File: config.mk
export PLATFORM = sky130hd
export DESIGN_NAME = pipelined_control_unit
export DESIGN_NICKNAME = d
export VERILOG_FILES = /design/src/rtl/pipelined_control_unit.sv
export SDC_FILE = /design/constraint.sdc
export NUM_CORES = 1
export LEC_CHECK = 0
export CAP_MARGIN = 5
export CORE_ASPECT_RATIO = 0.8
export CORE_MARGIN = 1
export CORE_UTILIZATION = 42
export DETAILED_ROUTE_END_ITERATION = 6
export GPL_TIMING_DRIVEN = 1
export PLACE_DENSITY = 0.82
export RECOVER_POWER = 50
export SYNTH_ARGS = -nofsm -noshare
export SYNTH_HDL_FRONTEND = slang
export SYNTH_SLANG_ARGS = --single-unit
File: constraint.sdc
create_clock -name CLK -period 3.8 [get_ports CLK]
set_clock_uncertainty 0.15 [all_clocks]
set_input_delay 0.95 -clock CLK [delete_from_list [all_inputs] [get_ports CLK]]
set_output_delay 0.95 -clock CLK [all_outputs]
set_load 0.02 [all_outputs]
File: src/rtl/pipelined_control_unit.sv
// ID-stage control decoder that registers the control bundle into ID/EX, with
// stall/flush/bubble handling, load-use hazard detection and illegal-opcode flagging.
module pipelined_control_unit #(
  parameter int OPCODE_W   = 6,
  parameter int REG_ADDR_W = 5,
  parameter int ALUOP_W    = 2,
  parameter bit HAZARD_EN  = 1'b1,
  parameter bit JAL_LINK   = 1'b1
) (
  input  logic                  CLK,
  input  logic                  RST,
  input  logic [OPCODE_W-1:0]   OpCode,
  input  logic [REG_ADDR_W-1:0] Rs,
  input  logic [REG_ADDR_W-1:0] Rt,
  input  logic                  in_valid,
  input  logic                  stall_ext,
  input  logic                  flush,
  output logic                  RegDst,
  output logic                  Jump,
  output logic                  Branch,
  output logic                  MemRead,
  output logic                  MemtoReg,
  output logic                  MemWrite,
  output logic                  ALUSrc,
  output logic                  RegWrite,
  output logic                  JAL,
  output logic [ALUOP_W-1:0]    ALUOp,
  output logic                  ex_valid,
  output logic [REG_ADDR_W-1:0] ex_rt,
  output logic                  illegal_op,
  output logic                  hazard_stall
);

  // Opcodes are compared zero-extended to OPCODE_W.
  localparam logic [OPCODE_W-1:0] OP_R    = OPCODE_W'(6'b000000);
  localparam logic [OPCODE_W-1:0] OP_LW   = OPCODE_W'(6'b100011);
  localparam logic [OPCODE_W-1:0] OP_SW   = OPCODE_W'(6'b101011);
  localparam logic [OPCODE_W-1:0] OP_BEQ  = OPCODE_W'(6'b000100);
  localparam logic [OPCODE_W-1:0] OP_ADDI = OPCODE_W'(6'b001000);
  localparam logic [OPCODE_W-1:0] OP_J    = OPCODE_W'(6'b000010);
  localparam logic [OPCODE_W-1:0] OP_JAL  = OPCODE_W'(6'b000011);

  typedef struct packed {
    logic                  reg_dst;
    logic                  jump;
    logic                  branch;
    logic                  mem_read;
    logic                  mem_to_reg;
    logic                  mem_write;
    logic                  alu_src;
    logic                  reg_write;
    logic                  jal;
    logic [ALUOP_W-1:0]    alu_op;
    logic                  valid;
    logic [REG_ADDR_W-1:0] rt;
  } ctrl_t;

  ctrl_t ex_q;
  ctrl_t dec;
  logic  dec_legal;
  logic  uses_rt;
  logic  illegal_q;

  always_comb begin
    dec       = '0;
    dec_legal = 1'b1;
    uses_rt   = 1'b0;
    case (OpCode)
      OP_R: begin
        dec.reg_dst   = 1'b1;
        dec.reg_write = 1'b1;
        dec.alu_op    = ALUOP_W'(2'b10);
        uses_rt       = 1'b1;
      end
      OP_LW: begin
        dec.alu_src    = 1'b1;
        dec.mem_to_reg = 1'b1;
        dec.reg_write  = 1'b1;
        dec.mem_read   = 1'b1;
      end
      OP_SW: begin
        dec.alu_src   = 1'b1;
        dec.mem_write = 1'b1;
        uses_rt       = 1'b1;
      end
      OP_BEQ: begin
        dec.branch = 1'b1;
        dec.alu_op = ALUOP_W'(2'b01);
        uses_rt    = 1'b1;
      end
      OP_ADDI: begin
        dec.alu_src   = 1'b1;
        dec.reg_write = 1'b1;
      end
      OP_J:    dec.jump = 1'b1;
      OP_JAL: begin
        dec.jump      = 1'b1;
        dec.jal       = 1'b1;
        dec.reg_write = JAL_LINK;
      end
      default: dec_legal = 1'b0;
    endcase
    dec.valid = 1'b1;
    dec.rt    = Rt;
  end

  // Load in EX whose destination feeds the ID instruction: freeze PC/IF-ID and bubble EX.
  assign hazard_stall = HAZARD_EN && in_valid && ex_q.valid && ex_q.mem_read &&
                        (ex_q.rt != '0) &&
                        ((ex_q.rt == Rs) || (uses_rt && (ex_q.rt == Rt)));

  // Handshake: in_valid marks a real ID instruction; ex_valid marks a real ID/EX
  // instruction. stall_ext holds ID/EX; flush and hazard_stall replace it with a bubble.
  always_ff @(posedge CLK) begin
    if (RST) begin
      ex_q      <= '0;
      illegal_q <= 1'b0;
    end else if (flush) begin
      ex_q      <= '0;
      illegal_q <= 1'b0;
    end else if (stall_ext) begin
      illegal_q <= 1'b0;
    end else if (hazard_stall || !in_valid) begin
      ex_q      <= '0;
      illegal_q <= 1'b0;
    end else if (!dec_legal) begin
      ex_q      <= '0;
      illegal_q <= 1'b1;
    end else begin
      ex_q      <= dec;
      illegal_q <= 1'b0;
    end
  end

  assign RegDst     = ex_q.reg_dst;
  assign Jump       = ex_q.jump;
  assign Branch     = ex_q.branch;
  assign MemRead    = ex_q.mem_read;
  assign MemtoReg   = ex_q.mem_to_reg;
  assign MemWrite   = ex_q.mem_write;
  assign ALUSrc     = ex_q.alu_src;
  assign RegWrite   = ex_q.reg_write;
  assign JAL        = ex_q.jal;
  assign ALUOp      = ex_q.alu_op;
  assign ex_valid   = ex_q.valid;
  assign ex_rt      = ex_q.rt;
  assign illegal_op = illegal_q;

endmodule

==> out/metrics.cfg, run 1 <==
[detailed_routing]
drt-pass1-iter-count=4
antenna_left=0
drc_errors=0
wl_per_cell_um=13.5
vias_per_cell=5.48
totalWireLength_um=2190
dr.first_iter.drc_count=27
dr_total_vias=888

[synth]
synth_area_um2=841
synth_area_leaders=dfxtp_1 40%, a32o_1 12%, xor2_1 8.3%
synth.distinct_cells=29
synth_top_area_cell=dfxtp_1
ys_warn_count=0
synth_area_per_cell_um2=9.34
synth-seq-area-share=0.405
syn_inst=90
synthArstFlopShare=0
synth_top_area_share=0.405
synthFlopType=dfxtp_1
syn_nets=111
synth-seq-cells=17
synth-edff-count=0

[worst_setup_path]
cp_slowest_cell=clkdlybuf4s50_1
crit_type=in2out
critPathLaunchType=input pin
worstPathCellList=clkdlybuf4s50_1, xor2_1, nor4_1, nand4_1, nand2_1, dlygate4sd2_1
cp_slowest_stage_delay_ps=440
critPathMaxFanout=2
crit_family=buffers and inverters
critPathCaptureType=output port
cp.required_ps=2700
critPathBufInv=2
cp.arrival_ps=2570

[worst_hold_path]
hold_path.class=reg2reg

[sta]
period_needed_ps=3670
setup_violations=0
period_share=0.967
tns_ps=0
worst_pin_slew_ps=500
hold_violations=0
rsz0062_at_grt=false
max-slew-margin-rel=0.667
fmax_ghz=0.272
drv_slew=0

[global_routing]
grt_max_degree=15
overflow=0
antenna_found_initial=0
grt_pass1_wl_um=3720
track_usage=0.233
grt_pass1_vias=845

[floorplanning]
core-area_um2=1870
start_util=0.449
die_x_um=52.0
die_area_um2=2190
ios=40
die_h_um=42.0
rows=14

[power_and_ir_drop]
powerDensity_nw_per_um2=252
leakagePower_nw=0.560
power.total_mw=0.332
peakVddDrop_mv=0.166

[cells_and_area]
fillers=149
final_net_count=160
design_area_um2=1310
syn2layout_area_growth_pct=56.3
final_cells=162
antenna_cells=0
drive_gt1_frac=0.116

[clock_network]
max-clock-path-buffers=2
worstSkewPairLatency_ps=280
post-cts-setup-buffer-count=0
htree_num_levels=1
clkTransAtPathRegs_ps=90
cts.sinks=17
numCtsBuffers=3
cts_resized=1
cts_hold_buf=0
cts-root-buf=clkbuf_4
tritoncts=yes

[run_status]
outcome=finished clean

[place]
dpl.hpwl_um=1740
dp_cells=158
portBuffers=39
placed_cell_area_um2=1290
gp_congestion=0.808

[job]
maxCapViolations=0

[tightest hold or removal path, delay by kind of cell (launching register included)]
family / cells / cell delay, ps
flops: 1 / 340
compound gates: 1 / 50
simple gates: 1 / 40
[state kept, by name, indices dropped and copies added, names as in the netlist]
register and count:
ex_valid 1, illegal_op 1, RegDst 1, MemRead 1
ex_rt 5, Branch 1, ALUSrc 1, JAL 1
ALUOp 2, Jump 1, RegWrite 1, MemWrite 1
[layout by cell type, fill, tap and decap left out, types with 2 or more instances in the layout]
| cell | count |
|---|---|
| a32o_1 | 10 |
| nor2_1 | 8 |
| dlygate4sd3_1 | 17 |
| nand3_1 | 2 |
| dfxtp_1 | 17 |
| nand2_1 | 8 |
| clkdlybuf4s50_1 | 21 |
| nor3_1 | 3 |
| o21ai_0 | 7 |
| nand4_1 | 5 |
| buf_4 | 9 |
| xnor2_1 | 2 |
| xor2_1 | 8 |
| clkbuf_4 | 3 |
[power by group]
| group | leakage (nW) | switching [mW] | internal [mW] |
|---|---|---|---|
| logic | 0.408 | 0.0244 | 0.0326 |
| registers | 0.137 | 0.00149 | 0.179 |
| clock network | 0.0150 | 0.0528 | 0.0408 |
| total | 0.560 | 0.0787 | 0.253 |
[layout make-up]
class / instances / area [µm²] / share of cell area
multi-input cells: 68 / 457 / 0.348
flip-flops and latches: 17 / 340 / 0.259
clock buffers: 4 / 26.3 / 0.0200
inverters: 1 / 3.75 / 0.00286
well taps: 24 / 30.0 / 0.0229
repair buffers: 48 / 457 / 0.348
[cells in the mapped netlist (2+ instances only)]
| master | number |
|---|---|
| dfxtp_1 | 17 |
| a32o_1 | 10 |
| nand2_1 | 8 |
| nor2_1 | 8 |
| xor2_1 | 8 |
| o21ai_0 | 7 |
| nand4_1 | 5 |
| nor3_1 | 3 |
| buf_6 | 2 |
| nand3_1 | 2 |
| xnor2_1 | 2 |
[per-stage QoR]
step	util	hold slack, ps	setup WS (ps)
2_1_floorplan	-	383	785
3_3_place_gp	0.688	291	-107
3_5_place_dp	0.688	296	-132
4_1_cts	0.701	321	137
5_1_grt	0.701	346	9.96
6_report	0.701	310	126
[metal layers]
layer | wire length, µm | vias up | track usage
li1 | - | 436 | -
met1 | 955 | 416 | 0.287
met2 | 1040 | 30 | 0.367
met3 | 133 | 6 | 0.0725
met4 | 60 | 0 | 0.103
met5 | 0 | - | 0
[logic make-up (layout without fill, tap and decap cells)]
family                    count (synthesis)  count (layout)  synth area share
buffers and inverters                     5              53            0.0521
xor gates and xnor gates                 10              10             0.104
and+or+nand+nor                          36              36             0.234
AOI/OAI and AO/OA                        22              22             0.205
DFF                                      17              17             0.405
[worst paths after layout]
check,to,startpoint,cells past startpoint,slack (ps)
max,hazard_stall,Rt[2],6,130
min reg2reg,RegWrite,RegWrite,2,310
max reg2reg,RegDst,ex_rt[2],6,1800
min,RegWrite,RegWrite,2,310
No activity file was read; power rests on OpenSTA's default activity.
==> run 2: changes to the inputs <==
CAP_MARGIN = 40   (was 5)
CORE_MARGIN = 3   (was 1)
==> run 2 against run 1 <==
  * Worst hold slack improved by 6.2 ps
  * Register-to-register slack improved by 100 ps
  * Combinational power decreased by 0.9%
  * Critical path type unchanged
  * Routed wire length increased by 7.1%
  * Design area decreased by 0.67%
  * Critical endpoint unchanged
  * Largest power group unchanged
  * Setup slack improved by 10 ps
  * Clock-buffer cell count unchanged
  * Clock power increased by 3.2%
==> out/metrics.cfg, run 2 (synthesized netlist as in run 1, its figures left out) <==
[detailed_routing]
drt-pass1-iter-count=4  ; unchanged
drc_errors=0  ; unchanged
dr.first_iter.drc_count=25  ; was 27
dr_total_vias=883  ; was 888
antenna_left=0  ; unchanged
vias_per_cell=5.55  ; was 5.48
totalWireLength_um=2340  ; was 2190 µm
wl_per_cell_um=14.7  ; was 13.5 µm

[global_routing]
track_usage=0.191  ; was 0.233
met3_usage=0.0595  ; was 0.0725
grt_util_met2=0.324  ; was 0.367
antenna_found_initial=0  ; unchanged
grt_pass1_wl_um=3700  ; was 3720 µm
grt_pass1_vias=827  ; was 845
grt_max_degree=15  ; unchanged
grt.met1_usage=0.236  ; was 0.287
busiest_layer=met2  ; unchanged
overflow=0  ; unchanged

[clock_network]
clkTransAtPathRegs_ps=90  ; about the same
cts.sinks=17  ; unchanged
cts-root-buf=clkbuf_4  ; unchanged
post-cts-setup-buffer-count=0  ; unchanged
tritoncts=yes  ; unchanged
worstSkewPairLatency_ps=290  ; was 280 ps
max-clock-path-buffers=2  ; unchanged
numCtsBuffers=3  ; unchanged
htree_num_levels=1  ; unchanged
cts_hold_buf=0  ; unchanged

[place]
gp_congestion=0.853  ; was 0.808
dpl.hpwl_um=1900  ; was 1740 µm
dpl_worst_slack_ps=-165  ; was -132 ps
portBuffers=39  ; unchanged

[worst_setup_path]
critPathMaxFanout=2  ; unchanged
cp.arrival_ps=2560  ; was 2570 ps
critPathCaptureType=output port  ; unchanged
cp.required_ps=2700  ; about the same
cp_slowest_cell=or4_1  ; was clkdlybuf4s50_1
crit_family=simple AND/OR/NAND/NOR gates  ; was buffers and inverters
crit_type=in2out  ; unchanged
critPathBufInv=2  ; unchanged
worstPathCellList=clkdlybuf4s50_1, or4_1, o21ai_0, nand4_1, nand2_1, clkdlybuf4s15_1  ; was clkdlybuf4s50_1, xor2_1, nor4_1, nand4_1, nand2_1, dlygate4sd2_1
cp_slowest_stage_delay_ps=540  ; was 440 ps
critPathLaunchType=input pin  ; unchanged
r2r_slack_ps=1900  ; was 1800 ps

[cells_and_area]
largest_reg_flops=5  ; unchanged
mostFrequentLayoutCell=clkdlybuf4s50_1  ; unchanged
final_net_count=159  ; was 160
fillers=133  ; was 149
final_cell_mix=20 x clkdlybuf4s50_1, 18 x dlygate4sd3_1, 17 x dfxtp_1  ; was 21 x clkdlybuf4s50_1, 17 x dfxtp_1, 17 x dlygate4sd3_1
syn2layout_area_growth_pct=55.2  ; was 56.3%
ff_latch_area_um2=340  ; unchanged
antenna_cells=0  ; unchanged
multi_input_area_um2=457  ; unchanged
drive_gt1_frac=0.109  ; was 0.116

[floorplanning]
rows=13  ; was 14
core-area_um2=1760  ; was 1870 µm²
die_area_um2=2580  ; was 2190 µm²
ios=40  ; unchanged
start_util=0.479  ; was 0.449
die_h_um=46.0  ; was 42.0 µm
die_x_um=56.0  ; was 52.0 µm

[sta]
rsz0062_at_grt=false  ; unchanged
max-slew-margin-rel=0.670  ; was 0.667
period_share=0.964  ; was 0.967
period_needed_ps=3660  ; was 3670 ps
fin_ws_ps=137  ; was 126 ps
hold_violations=0  ; unchanged
fmax_ghz=0.273  ; was 0.272 GHz
drv_slew=0  ; unchanged
worst_pin_slew_ps=496  ; was 500 ps
setup_violations=0  ; unchanged

[power_and_ir_drop]
power_frac_clock=0.289  ; was 0.282
peakVddDrop_mv=0.236  ; was 0.166 mV
sw_frac_of_total=0.245  ; was 0.237
p_seq_frac=0.542  ; was 0.546
combinationalPowerShare=0.169  ; was 0.172
power.total_mw=0.334  ; was 0.332 mW
leakagePower_nw=0.552  ; was 0.560 nW
p_int_mw=0.252  ; was 0.253 mW
netSwitchingPower_mw=0.0819  ; was 0.0787 mW
powerDensity_nw_per_um2=256  ; was 252 nW/µm²

[job]
maxCapViolations=0  ; unchanged

[worst_hold_path]
hold_path.class=reg2reg  ; unchanged

[run_status]
outcome=finished clean  ; unchanged

-- run 2: area by class of cell --
type	count	share of cell area
Sequential cell	17	0.261
Timing Repair Buffer	47	0.345
Inverter	1	0.00288
Tap cell	22	0.0211
Multi-Input combinational cell	68	0.350
Clock buffer	4	0.0201
-- run 2: worst register-to-register path: cells and delay by family, from the launching register on --
kind / cells / cell delay (ps)
buffers and inverters: 1 / 160
XOR/XNOR: 1 / 180
flip-flops: 1 / 370
AND/OR/NAND/NOR: 3 / 680
AO/OA/AOI/OAI: 1 / 270
-- run 2: per-stage QoR --
| stage | instances | TNS (ps) | instance area [µm²] | util | hold WS, ps |
|---|---|---|---|---|---|
| finish | 159 | 0 | 1310 | 0.743 | 317 |
| global route | 159 | 0 | 1310 | 0.743 | 339 |
| CTS | 159 | 0 | 1300 | 0.742 | 328 |
| detailed placement | 155 | -165 | 1280 | 0.728 | 305 |
| global placement | 155 | -110 | 1280 | 0.728 | 287 |
| floorplan | 90 | 0 | 841 | - | 383 |
-- run 2: worst paths after layout --
path	startpoint	depth (start not counted)	to
hold / removal	ALUSrc	2	ALUSrc
setup / recovery	OpCode[1]	6	hazard_stall
hold reg to reg	ALUSrc	2	ALUSrc
setup reg to reg	ex_rt[2]	6	RegDst
-- run 2: repair_timing --
action / 4_1_cts / 5_1_grt
pin swaps: 0 / 0
resized for setup: 1 / 1
setup endpoints to repair: 1 / 1
endpoints found under the hold margin: 0 / 0
cloned: 0 / 0
-- run 2: metal layers --
metal / share of wire / vias to the layer above / routed length, µm
met3: 0.061 / 4 / 143
li1: - / 434 / -
met2: 0.49 / 34 / 1140
met1: 0.44 / 411 / 1030
met4: 0.0098 / 0 / 23
met5: 0 / - / 0
-- run 2: power by group through the flow --
| stage | Sequential (mW) | Clock (mW) | Combinational (mW) |
|---|---|---|---|
| global route | 0.181 | 0.107 | 0.0604 |
| finish | 0.181 | 0.0966 | 0.0565 |
| floorplan | 0.187 | 0 | 0.0192 |
| detailed placement | 0.185 | 0 | 0.0568 |
| global placement | 0.185 | 0 | 0.0553 |
| CTS | 0.181 | 0.100 | 0.0568 |
